===== config.mk =====
export PLATFORM = sky130hd
export DESIGN_NAME = dmem_arbiter
export DESIGN_NICKNAME = d
export VERILOG_FILES = /design/src/rtl/dmem_arbiter.sv
export SDC_FILE = /design/constraint.sdc
export NUM_CORES = 1
export LEC_CHECK = 0
export CAP_MARGIN = 20
export CORE_MARGIN = 10
export CORE_UTILIZATION = 30
export CTS_CLUSTER_SIZE = 16
export DETAILED_ROUTE_END_ITERATION = 6
export PLACE_DENSITY_LB_ADDON = 0.08
export REMOVE_ABC_BUFFERS = 1
export SYNTH_ARGS = -nofsm -noshare
export SYNTH_HDL_FRONTEND = slang
export SYNTH_SLANG_ARGS = --single-unit

===== constraint.sdc =====
create_clock -name clk -period 2.7 [get_ports clk]
set_input_delay 0.81 -clock clk [delete_from_list [all_inputs] [get_ports clk]]
set_output_delay 0.81 -clock clk [all_outputs]
set_load 0.02 [all_outputs]

===== src/rtl/dmem_arbiter.sv =====
// Arbitrates the single data-memory port between the CPU memory stage and an external master.
// Latency: grant is combinational (0 cycles uncontested); read data returns 1 cycle after grant.
// Backpressure: a requester holds its request until granted; the CPU sees stall_cpu while denied.
module dmem_arbiter #(
  parameter int XLEN         = 32,
  parameter int STARVE_LIMIT = 4
) (
  input  logic              clk,
  input  logic              reset,
  input  logic              cpu_req,
  input  logic              cpu_we,
  input  logic [XLEN-1:0]   cpu_addr,
  input  logic [XLEN/8-1:0] cpu_be,
  input  logic [XLEN-1:0]   cpu_wd,
  output logic              cpu_gnt,
  output logic              cpu_rvalid,
  output logic [XLEN-1:0]   cpu_rd,
  input  logic              ext_req,
  input  logic              ext_we,
  input  logic [XLEN-1:0]   ext_addr,
  input  logic [XLEN/8-1:0] ext_be,
  input  logic [XLEN-1:0]   ext_wd,
  output logic              ext_gnt,
  output logic              ext_rvalid,
  output logic [XLEN-1:0]   ext_rd,
  output logic              mem_we,
  output logic [XLEN/8-1:0] mem_be,
  output logic [XLEN-1:0]   mem_addr,
  output logic [XLEN-1:0]   mem_wd,
  input  logic [XLEN-1:0]   mem_rd,
  output logic              stall_cpu
);

  localparam logic [3:0] LIMIT = 4'(STARVE_LIMIT);

  typedef enum logic {CPU_PRI = 1'b0, EXT_PRI = 1'b1} state_t;

  state_t          state, state_nxt;
  logic [3:0]      starve_cnt, starve_nxt;
  logic            resp_valid;
  logic            resp_owner;  // 0 = CPU, 1 = external
  logic [XLEN-1:0] cpu_rd_q, ext_rd_q;

  always_comb begin
    cpu_gnt = 1'b0;
    ext_gnt = 1'b0;
    if (state == CPU_PRI) begin
      cpu_gnt = cpu_req;
      ext_gnt = ext_req & ~cpu_req;
    end else begin
      ext_gnt = ext_req;
      cpu_gnt = cpu_req & ~ext_req;
    end
  end

  // Count denied cycles; the threshold flips priority for exactly one slot.
  always_comb begin
    starve_nxt = 4'd0;
    if (ext_req && !ext_gnt)
      starve_nxt = (starve_cnt == LIMIT) ? LIMIT : starve_cnt + 4'd1;

    state_nxt = state;
    if (ext_gnt)
      state_nxt = CPU_PRI;
    else if (state == EXT_PRI && !ext_req)
      state_nxt = CPU_PRI;
    else if (starve_nxt == LIMIT)
      state_nxt = EXT_PRI;
  end

  always_comb begin
    if (ext_gnt) begin
      mem_we   = ext_we;
      mem_be   = ext_be;
      mem_addr = ext_addr;
      mem_wd   = ext_wd;
    end else begin
      mem_we   = cpu_gnt & cpu_we;
      mem_be   = cpu_gnt ? cpu_be : '0;
      mem_addr = cpu_addr;
      mem_wd   = cpu_wd;
    end
  end

  always_ff @(posedge clk or posedge reset) begin
    if (reset) begin
      state      <= CPU_PRI;
      starve_cnt <= 4'd0;
      resp_valid <= 1'b0;
      resp_owner <= 1'b0;
      cpu_rd_q   <= '0;
      ext_rd_q   <= '0;
    end else begin
      state      <= state_nxt;
      starve_cnt <= starve_nxt;
      resp_valid <= (cpu_gnt & ~cpu_we) | (ext_gnt & ~ext_we);
      resp_owner <= ext_gnt;
      if (cpu_rvalid) cpu_rd_q <= mem_rd;
      if (ext_rvalid) ext_rd_q <= mem_rd;
    end
  end

  // Memory read data arrives in the response cycle; the idle side keeps its last word.
  assign cpu_rvalid = resp_valid & ~resp_owner;
  assign ext_rvalid = resp_valid & resp_owner;
  assign cpu_rd     = cpu_rvalid ? mem_rd : cpu_rd_q;
  assign ext_rd     = ext_rvalid ? mem_rd : ext_rd_q;
  assign stall_cpu  = cpu_req & ~cpu_gnt;

endmodule


### Word level (Yosys, flattened, before mapping)

Index checks and enable logic that the tools add are counted.

* flip-flop bits (word level): 71
* bits of input ports: 174
* output and inout port bits: 138
* word-level logic and storage cells: 43

* add/subtract/negate cells: 1
* equality and inequality tests: 2
* multiplexer cells: 14
* bitwise operators: 15
* reduce and logical (&&, ||, !) cells: 5

Operator list (number)
* $mux 32: 4
* $mux 4: 4
* $and 1x1->1: 8
* $eq 4x3->1 const B: 2
* $mux 1: 6
* $not 1->1: 6
* $add 4x1->4 const B: 1
* $reduce_bool 3->1: 1
* $logic_and 1x1->1: 2
* $logic_not 1->1: 2
* $or 1x1->1: 1

### Longest topological paths before layout

* depth in word-level cells: 10
* depth in mapped cells: 5
* depth with buffers taken out: 5

### Least setup slack after synthesis

No wires, ideal clock.

* path kind: input port to output port
* start point: input cpu_req
* end point: output mem_addr[21]
* data arrival time: 1.535 ns
* data required time: 1.890 ns
* setup slack: 0.355 ns
* stages on the path: 5
* buffers on the path: 1
* path through: nand2b_4 -> nand2_4 -> inv_8 -> buf_8 -> mux2_4

* word-level cells in the longest chain between the ends: 4

RTL lines
* from (decl): line 10 `input logic cpu_req,`
* $not 1->1: line 49 `ext_gnt = ext_req & ~cpu_req;`
* $and 1x1->1: line 49
* $mux 1: line 47 `if (state == CPU_PRI) begin`
* via ext_gnt: line 23 `output logic ext_gnt,`
* $mux 32: line 72 `if (ext_gnt) begin`
* to (decl): line 28 `output logic [XLEN-1:0] mem_addr,`

The timed path passes the listed nets, and every way through them passes these cells.

### Final worst setup path

* start point: input mem_rd[7]
* end point: output cpu_rd[7]

* word-level cells in the longest chain between the ends: 1

RTL lines
* from (decl): line 30 `input logic [XLEN-1:0] mem_rd,`
* $mux 32
* to (decl): line 17 `output logic [XLEN-1:0] cpu_rd,`

Every way passes these cells.

==> metrics.md <==
| Metric | Value |
|---|---|
| Status | `finished clean` |
| Slew Limit Fails | `0` |
| Final Hold Vio Count | `0` |
| Power per cell area | `approximately 570 nW/µm²` |
| TNS Setup | `0 ns` |
| Complex-gate fraction of the synthesized area | `0.02327` |
| Ys async rst share | `1.000` |
| Clk sinks | `about 70` |
| Period utilization | `0.9900` |
| EDFF count, synth | `0` |
| Largest family of logic cells by synthesized area | `multiplexers` |
| Most frequent cell after synthesis | `dfrtp_1` |
| Vias in the first global route | `around 3.8k` |
| Mean Syn Cell Area | `between 15 and 20 µm²` |
| Pin slew with the least headroom to its limit | `about 0.37 ns` |
| Worst path slowest cell | `clkdlybuf4s50_1` |
| DP Wirelength | `approximately 15 mm` |
| Min-delay worst type | `register to register` |
| Via count | `between 3k and 4k` |
| H-Tree Depth | `3` |
| Cells after Synth | `around 250` |
| Die Height | `around 130 µm` |
| P&R area growth vs syn | `89.67%` |
| Crit-path max FO | `2` |
| Most instantiated cells after synthesis | `dfrtp_1, mux2_2, mux2_4, nor2_1` |
| CTS tree | `done` |
| FF+latch count, synth | `71` |
| Placed Instances | `approximately 740` |
| Die W | `around 130 µm` |
| Worst vdd ir | `0.3075 mV` |
| CTS Hold Bufs | `0` |
| Nets | `764` |
| Clock skew | `about 0.0067 ns` |
| Die area | `18060 µm²` |
| Starting Density | `0.3085` |
| Mapped cell area | `3925 µm²` |
| Port Buffers | `roughly 310` |
| Yosys top cell by area | `dfrtp_1` |
| Arrival time worst endpoint | `around 1.9 ns` |
| Drt initial violations | `roughly 110` |
| Final wirelength | `roughly 17 mm` |
| I/O Pins | `312` |
| Setup CP Type | `input pin to output pin` |
| Detail Route Antenna Nets | `0` |
| Largest net degree at the start of global routing | `72` |
| Setup-failing EPs final | `0` |
| Startpoint Class | `input pin` |
| Num CTS Buffers | `9` |
| Synth Area in Simple Gates | `0.02996` |
| Clk_lat worst skew | `0.33 ns` |
| 1st-pass router iterations | `4` |
| Final Wtd Congestion | `around 0.89` |
| Multiplexer area fraction after synthesis | `0.4310` |
| Number of fill cells | `1129` |
| Slowest stage delay, CP | `around 0.43 ns` |
| F_max | `374.1 MHz` |
| DR WL/cell | `between 20 and 25 µm` |
| DR DRC count | `0` |
| RSZ-0062 raised after global routing | `no` |
| Clock root buffer | `clkbuf_16` |
| Core Region | `about 13000 µm²` |
| Clk buf depth | `2` |
| GR Overflow Total | `0` |
| Top-area cell type share of the netlist area | `0.4527` |
| Rel. slew slack | `0.7518` |
| Layout cells sized above 1 | `0.4216` |
| Synthesis Warnings | `0` |
| Critical Path RT | `around 1.9 ns` |
| Post-synthesis xor/xnor area fraction | `0` |
| Max Cap Viol | `0` |
| Top_reg_cell synth | `dfrtp_1` |
| Leakage | `about 3.4 nW` |
| Reg clk slew, reported paths | `about 0.06 ns` |
| First-pass GRT wire length | `about 25 mm` |
| Pwr Total | `around 0.0042 W` |
| Initial antenna violation count | `0` |
| Unique masters post-synth | `27` |
| Cells along the critical path | `clkdlybuf4s50_1, mux2_2, dlygate4sd2_1` |
| Post-Route Utilization | `0.5852` |
| Std cell rows | `41` |
| Tot GR Track Use | `0.1866` |
| Via density | `4.356` |
| CP endpoint kind | `output pin` |
| Seq/Total Area, Yosys | `0.4527` |
| Synth Area in Adders | `0.006376` |
| Crit path time final | `between 2 and 3 ns` |
| Diodes inserted | `0` |
| Top post-synthesis cells by area | `dfrtp_1, mux2_4, mux2_2, buf_12, a22o_1` |
| Non-filler instance count after layout | `about 770` |
kinds of logic (layout without fill, tap and decap cells):
logic type      count (synthesis)  count (layout)
fa+ha+maj                       2               2
buf+inv                        21             360
mux                           129             129
flops                          71              71
simple gates                   20              20
compound gates                 11              11
metal layers:
metal | wire length, µm | up-vias | global-route usage
met1 | 6246 | 1612 | 0.1922
li1 | - | 1577 | -
met3 | 1427 | 11 | 0.07244
met4 | 122 | 0 | 0.03628
met5 | 0 | - | 0
met2 | 9609 | 132 | 0.3493
what timing repair did:
action | CTS | global route
endpoints found under the hold margin | 0 | 0
gates cloned | 3 | 0
resized for setup | 377 | 24
buffers inserted | 4 | 1
pin swaps | 1 | 0
setup endpoints to repair | 132 | 35
path summary, 6_finish.rpt:
kind | from | slack (ns) | depth (start not counted) | endpoint
max reg2reg | starve_cnt[1] | 1.26 | 4 | state
max in group asynchronous | reset | 1.53 | 3 | starve_cnt[1]
min in group asynchronous | reset | 0.88 | 3 | ext_rd_q[16]
min reg2reg | ext_rd_q[19] | 0.49 | 1 | ext_rd_q[19]
min | ext_rd_q[19] | 0.49 | 1 | ext_rd_q[19]
max | mem_rd[7] | 0.03 | 3 | cpu_rd[7]
sequential cells by signal (all words and copies together), names as in the netlist:
name,flops
cpu_rd_q,32
ext_rd_q,32
starve_cnt,4
resp_owner,1
resp_valid,1
state,1
stage by stage:
step	worst slack, ns	area, µm²	hold WS, ns
2_1_floorplan	-0.6842	3736	0.5593
4_1_cts	0.0005842	7518	0.4904
3_3_place_gp	-0.7568	7327	0.4775
5_1_grt	0.001117	7445	0.5062
3_5_place_dp	-0.7659	7327	0.4805
6_report	0.02703	7445	0.4877
area by class of cell:
| type | instances | area [µm²] | share of cell area |
|---|---|---|---|
| Sequential cell | 71 | 1777 | 0.2387 |
| Clock buffer | 11 | 242.7 | 0.03261 |
| Timing Repair Buffer | 336 | 3132 | 0.4207 |
| Clock inverter | 5 | 81.33 | 0.01092 |
| Multi-Input combinational cell | 162 | 1942 | 0.2608 |
| Timing Repair inverter | 1 | 16.27 | 0.002185 |
| Tap cell | 172 | 215.2 | 0.02891 |
| Inverter | 7 | 38.79 | 0.005210 |
critical path: cells and delay by family:
kind                   cells  cell delay, ns
buffers and inverters      2            0.77
multiplexers               1            0.29
power by group:
part / total (W) / switching (W) / internal, W
registers: 0.00131 / 0.0000472 / 0.00127
clock network: 0.00127 / 0.000435 / 0.000833
logic: 0.00166 / 0.000807 / 0.000848
total: 0.00424 / 0.00129 / 0.00295
cell usage in the layout (no fill, tap or decap), types with 8 or more instances in the layout:
cell,instances
clkdlybuf4s50_1,173
mux2_2,64
dfrtp_1,71
clkbuf_16,9
mux2_4,64
buf_4,19
clkdlybuf4s15_1,10
buf_6,21
buf_2,46
buf_12,8
dlygate4sd2_1,54
No activity file was read; power rests on OpenSTA's default activity.
